--- src/rtl/pc_sequencer.sv ---
// pc_sequencer: program counter and fetch sequencer.
// Runs the fetch handshake with instruction memory, chooses the next PC from
// the evaluator's branch decision, and owns the carry flag the evaluator reads.
// Optional feature: define PC_SEQ_LINK_EN to add a link-address register
// (i_link / o_linkAddr) that captures pc+1 on taken linked jumps.
module pc_sequencer #(
  parameter int                PC_W     = 16,
  parameter int                INSTR_W  = 16,
  parameter logic [PC_W-1:0]   RESET_PC = 16'h0000
) (
  input  logic               i_clk,
  input  logic               i_rst,
  output logic               o_fetchReq,
  output logic [PC_W-1:0]    o_fetchAddr,
  input  logic               i_fetchAck,
  input  logic [INSTR_W-1:0] i_instr,
  output logic [INSTR_W-1:0] o_instr,
  output logic               o_instrValid,
  input  logic               i_execDone,
  input  logic               i_isJump,
  input  logic               i_cond,
  input  logic [PC_W-1:0]    i_target,
  input  logic               i_halt,
  input  logic               i_carryIn,
  input  logic               i_carryWe,
  output logic               o_carry,
`ifdef PC_SEQ_LINK_EN
  input  logic               i_link,
  output logic [PC_W-1:0]    o_linkAddr,
`endif
  output logic [PC_W-1:0]    o_pc,
  output logic               o_halted
);

  typedef enum logic [1:0] {
    S_FETCH = 2'd0,
    S_EXEC  = 2'd1,
    S_HALT  = 2'd2
  } state_t;

  state_t             r_state;
  logic [PC_W-1:0]    r_pc;
  logic [INSTR_W-1:0] r_instr;
  logic               r_instrValid;
  logic               r_carry;
  logic               r_halted;
  logic [PC_W-1:0]    w_pcInc;
  logic               w_taken;
`ifdef PC_SEQ_LINK_EN
  logic [PC_W-1:0]    r_linkAddr;
`endif

  // Sequential PC increment; the adder simply drops the carry so FFFF wraps to 0000.
  assign w_pcInc = r_pc + {{(PC_W-1){1'b0}}, 1'b1};
  assign w_taken = i_isJump & i_cond;

  assign o_fetchReq   = (r_state == S_FETCH);
  assign o_fetchAddr  = r_pc;
  assign o_pc         = r_pc;
  assign o_instr      = r_instr;
  assign o_instrValid = r_instrValid;
  assign o_carry      = r_carry;
  assign o_halted     = r_halted;
`ifdef PC_SEQ_LINK_EN
  assign o_linkAddr   = r_linkAddr;
`endif

  // Fetch/exec/halt state machine with PC update and registered decoder outputs.
  always_ff @(posedge i_clk or posedge i_rst) begin
    if (i_rst) begin
      r_state      <= S_FETCH;
      r_pc         <= RESET_PC;
      r_instr      <= '0;
      r_instrValid <= 1'b0;
      r_halted     <= 1'b0;
`ifdef PC_SEQ_LINK_EN
      r_linkAddr   <= '0;
`endif
    end else begin
      r_instrValid <= 1'b0;
      case (r_state)
        S_FETCH: begin
          if (i_fetchAck) begin
            r_instr      <= i_instr;
            r_instrValid <= 1'b1;
            r_state      <= S_EXEC;
          end
        end
        S_EXEC: begin
          if (i_execDone) begin
            if (i_halt) begin
              r_state  <= S_HALT;
              r_halted <= 1'b1;
            end else if (w_taken) begin
              r_pc    <= i_target;
              r_state <= S_FETCH;
`ifdef PC_SEQ_LINK_EN
              if (i_link) begin
                r_linkAddr <= w_pcInc;
              end
`endif
            end else begin
              r_pc    <= w_pcInc;
              r_state <= S_FETCH;
            end
          end
        end
        S_HALT: begin
          r_state  <= S_HALT;
          r_halted <= 1'b1;
        end
        default: begin
          r_state <= S_FETCH;
        end
      endcase
    end
  end

  // Carry flag: written in any state; the evaluator only ever sees the registered value.
  always_ff @(posedge i_clk or posedge i_rst) begin
    if (i_rst) begin
      r_carry <= 1'b0;
    end else if (i_carryWe) begin
      r_carry <= i_carryIn;
    end
  end

endmodule

--- config.mk ---
export PLATFORM = sky130hd
export DESIGN_NAME = pc_sequencer
export DESIGN_NICKNAME = d
export VERILOG_FILES = /design/src/rtl/pc_sequencer.sv
export SDC_FILE = /design/constraint.sdc
export NUM_CORES = 1
export LEC_CHECK = 0
export BUFFER_PORTS_ARGS = -buffer_cell sky130_fd_sc_hd__buf_4
export CAP_MARGIN = 15
export CORE_ASPECT_RATIO = 0.7
export CORE_MARGIN = 2
export CORE_UTILIZATION = 45
export CTS_CLUSTER_DIAMETER = 200
export CTS_CLUSTER_SIZE = 12
export DETAILED_ROUTE_END_ITERATION = 16
export GPL_TIMING_DRIVEN = 0
export PLACE_DENSITY = 0.9
export SLEW_MARGIN = 20
export SYNTH_ARGS = -nofsm -noshare
export SYNTH_HDL_FRONTEND = slang
export SYNTH_SLANG_ARGS = --single-unit
--- constraint.sdc ---
create_clock -name i_clk -period 3.71 [get_ports i_clk]
set_input_delay 0.742 -clock i_clk [delete_from_list [all_inputs] [get_ports i_clk]]
set_output_delay 0.742 -clock i_clk [all_outputs]
set_load 0.02 [all_outputs]
# ---- Word-level counts from Yosys, hierarchy flattened
# Index checks and enable logic that the tools add are counted.
dict set report totals {
  in_bits 41
  ff_bits 37
}
dict set report op_classes {
  n_eq_ne 5
  add_sub_neg 1
  n_mux 10
  reduce_logical 6
  bitwise 2
}
# cell count
set ops {}
lappend ops {{adder 16 x 1 -> 16 bit (second input constant)} 1}
lappend ops {{2-to-1 mux 16 bit} 1}
lappend ops {{2-to-1 mux 2 bit} 3}
lappend ops {{one-hot mux 2 bit (3 select lines)} 1}
lappend ops {{AND reduction 3 bit} 2}
lappend ops {{2-to-1 mux 1 bit} 4}
lappend ops {{inequality test 2 bit (second input constant)} 2}
lappend ops {{AND reduction 2 bit} 2}
lappend ops {{== test 2 x 1 -> 1 bit (second input constant)} 1}
lappend ops {{== test 2 bit (second input constant)} 1}
lappend ops {{zero test 2 bit} 1}
lappend ops {{inequality test 2 x 1 -> 1 bit (second input constant)} 1}
lappend ops {{one-hot mux 1 bit (2 select lines)} 1}
lappend ops {{nonzero test 2 bit} 1}
lappend ops {{bitwise AND 1 bit} 1}
lappend ops {{NOT 1 bit} 1}

# ---- Logic depth before layout (Yosys ltp)
dict set report depth {
  depth_word 3
  depth_mapped 5
}

# ---- Least setup slack after synthesis
# No wires, ideal clock.
dict set report synth_timing {
  kind {register -> register}
  start {register r_pc[0] (netlist: o_fetchAddr[0])}
  end {register r_pc[14] (netlist: o_fetchAddr[14])}
  setup_ps 125
  path_stages_with_launch 6
  path_slack_ps 1898
  period_less_slack_ps 1812
  required_ps 3585
  arrival_time_ps 1686
  cell_sequence {dfrtp_1 ha_1 nand3_2 or4_4 nor3_1 nor3_1}
}
dict set report synth_via {
  elab_chain_len 2
}
# element line_no
set synth_lines {}
lappend synth_lines {{start, declared} 42} ;# logic [PC_W-1:0] r_pc;
lappend synth_lines {{start signal, assigned} 95} ;# r_pc <= i_target;
lappend synth_lines {{start signal, assigned} 103} ;# r_pc <= w_pcInc;
lappend synth_lines {{adder 16 x 1 -> 16 bit} 54} ;# assign w_pcInc = r_pc + {{(PC_W-1){1'b0}}, 1'b1};
lappend synth_lines {{2-to-1 mux 16 bit} 94} ;# end else if (w_taken) begin
# No other way between the ends.
# A chain may end at the register's enable or synchronous reset.

# ---- Worst setup path in the final report
# Same ends and word-level chain as after synthesis.

==> flow_summary.toml <==
[run_status]
status = "completed"

[yosys]
synthArstFlopShare_pct = 100
synthFlopType = "dfrtp_1"
avgSynthCellArea_um2 = 10.0
ys_top_cells_by_area = "dfrtp_1, mux2_2, buf_4, a21oi_1, o21ai_0"
syn-cell-area_um2 = 1930
synth_top_area_share_pct = 48.0
synth_cell_types = 39
ys_ff_latch = 37
syn_inst = 192
synth_top_area_cell = "dfrtp_1"
yosysWarnings = 0
syn_nets = 234
synth_edf_count = 0
seq_area_frac_synth_pct = 48.0

[power]
p_per_area_nw_per_um2 = 809
p_leak_nw = 1.30
irDropWorstVdd_mv = 0.506
power_w = 0.00227

[route]
drtIter0Drc = 205
routed_via_density = 5.49
routed_wirelength_mm = 5.37
first_pass_iters = 5
wl_per_cell_um = 15.6
ant_nets = 0
drcViolationCount = 0
vias = 1887

[setup_path]
start_kind = "flip-flop"
r2r_cells = 5
required_ns = 3.89
worstReg2RegStart = "o_fetchAddr[0]"
crit_type = "reg2reg"
worst-path-max-fanout = 8
cp.arrival_ns = 2.08
r2r_slack_ns = 1.81
cp-end-kind = "flip-flop"
rr_endpoint = "o_fetchAddr[14]"

[layout]
fin_area_um2 = 2810
nets = 333
nFillCells = 321
post-route-util_pct = 69.8
seq_area_um2 = 926
mostFrequentLayoutCell = "buf_4"
drive_gt1_share_pct = 50.3
layout_common_cells = "buf_4, dfrtp_1, a21oi_1"
areaGrowthSynthToFinish_pct = 45.4
multi_input_area_um2 = 828
antennaDiodeCount = 0

[clock_tree]
clkSinkCount = 37
cts_tree = "done"
clock_path_buffers = 2
cts-root-buf = "clkbuf_8"
hold_buffers = 0
post_cts_resize_count = 0
numCtsBuffers = 5
htree_num_levels = 2
post_cts.repair.setup_buffers = 0
clk-insertion-delay-late_ns = 0.30
clkTransAtPathRegs_ns = 0.08

[sta]
worstMarginPinSlew_ns = 0.748
finalSetupTns_ns = 0
clock.fmax_ghz = 0.526
slew_headroom_pct = 50.0
setup_viol = 0
hold_viol = 0
fin_crit_ns = 1.90
finalHoldWorstSlack_ns = 0.472
slew_viol_final = 0
fin_crit_sh_pct = 51.2
fin_skew_ns = 0.00754
rsz0062_at_grt = "no"

[min_path]
hold_path.class = "reg2reg"
min_path_cells = 1
worstHoldStart = "o_halted"
hold_end = "o_halted"

[die]
num_io_pins = 93
fp.dieArea_um2 = 4840
start_util_pct = 48.0
die_y_um = 58.8
die_w_um = 82.3
core-area_um2 = 4020
row_count = 19

[placement]
dpl_cell_area_um2 = 2690
gp_congestion = 0.938
dpl.hpwl_mm = 4.03
io_buffers = 92

[grt]
grt_pass1_vias = 1811
grt_start_max_net_pins = 38
grt_pass1_wl_mm = 8.44
antenna_found_initial = 0
grt_overflow_total = 0
grtUsageTotal_pct = 23.2

[run]
cap_violations = 0
==> worst max-delay path, stage by stage (launching register included) <==
cell	delay, ns
dfrtp_1	0.47
ha_1	0.26
nand3_2	0.17
or4_4	0.60
nor3_1	0.21
nor3_1	0.08
==> how the worst max path moves through the flow <==
| stage | end | slack [ns] | start | depth (start not counted) |
|---|---|---|---|---|
| after global placement | o_fetchAddr[7] | 1.63 | i_rst | 2 |
| after CTS | o_fetchAddr[14] | 1.83 | o_fetchAddr[0] | 5 |
| after global routing | o_fetchAddr[14] | 1.68 | o_fetchAddr[0] | 5 |
| final | o_fetchAddr[14] | 1.81 | o_fetchAddr[0] | 5 |
| after floorplan | o_fetchAddr[14] | 1.90 | o_fetchAddr[0] | 5 |
| after detailed placement | o_fetchAddr[13] | 1.69 | i_isJump | 5 |
==> registers in the layout, summed over array words and instances, names as in the netlist <==
| signal | cells |
|---|---|
| r_state | 2 |
| o_fetchAddr | 16 |
| o_instr | 16 |
| o_halted | 1 |
| o_instrValid | 1 |
| o_carry | 1 |
==> synthesized netlist by cell type, types with 2 or more instances <==
library cell and number:
o31ai_1 4, nand2_1 12, and3_1 3, o22ai_1 4, nand3_1 9, nand4_1 5
buf_4 16, mux2_2 17, clkbuf_1 4, nor2_1 9, buf_2 4, nor3_1 4
or3_1 3, nand3_2 2, a21oi_1 22, o21ai_0 11, nor4_1 2, inv_1 4
dfrtp_1 37
==> power by group <==
group	switching [W]	internal, W
Combinational	0.000595	0.000556
Clock	0.000155	0.000219
Sequential	0.000178	0.000569
==> cell type report <==
cell class                      count  share of cell area [%]
Sequential cell                    37                    33.0
Multi-Input combinational cell    126                    29.5
Timing Repair Buffer               92                    24.6
Buffer                             25                    5.71
Clock buffer                        6                    2.94
Tap cell                           52                    2.32
Clock inverter                      2                    1.34
Inverter                            4                   0.535
==> cells by family after synthesis <==
logic type                 count (synthesis)  share of synthesized area, %
DFF                                       37                          48.0
muxes                                     18                          10.4
buffers and inverters                     29                          9.08
adders and majority gates                  1                         0.648
and+or+nand+nor                           60                          17.5
AOI/OAI and AO/OA                         47                          14.3
==> per-stage QoR <==
| stage | instances | setup WS [ns] |
|---|---|---|
| CTS | 344 | 1.83 |
| finish | 344 | 1.81 |
| detailed placement | 336 | 1.69 |
| global route | 344 | 1.68 |
| global placement | 336 | 1.63 |
| floorplan | 192 | 1.90 |
==> layer usage <==
layer  GRT usage [%]  routed length (µm)  vias up
met5               0                   0        -
met4            10.0                 126        0
met3            4.60                 480       14
met2            37.7                2610      101
met1            30.3                2150      887
li1                -                   -      885
Note: power is estimated with default switching activity, not from simulation.
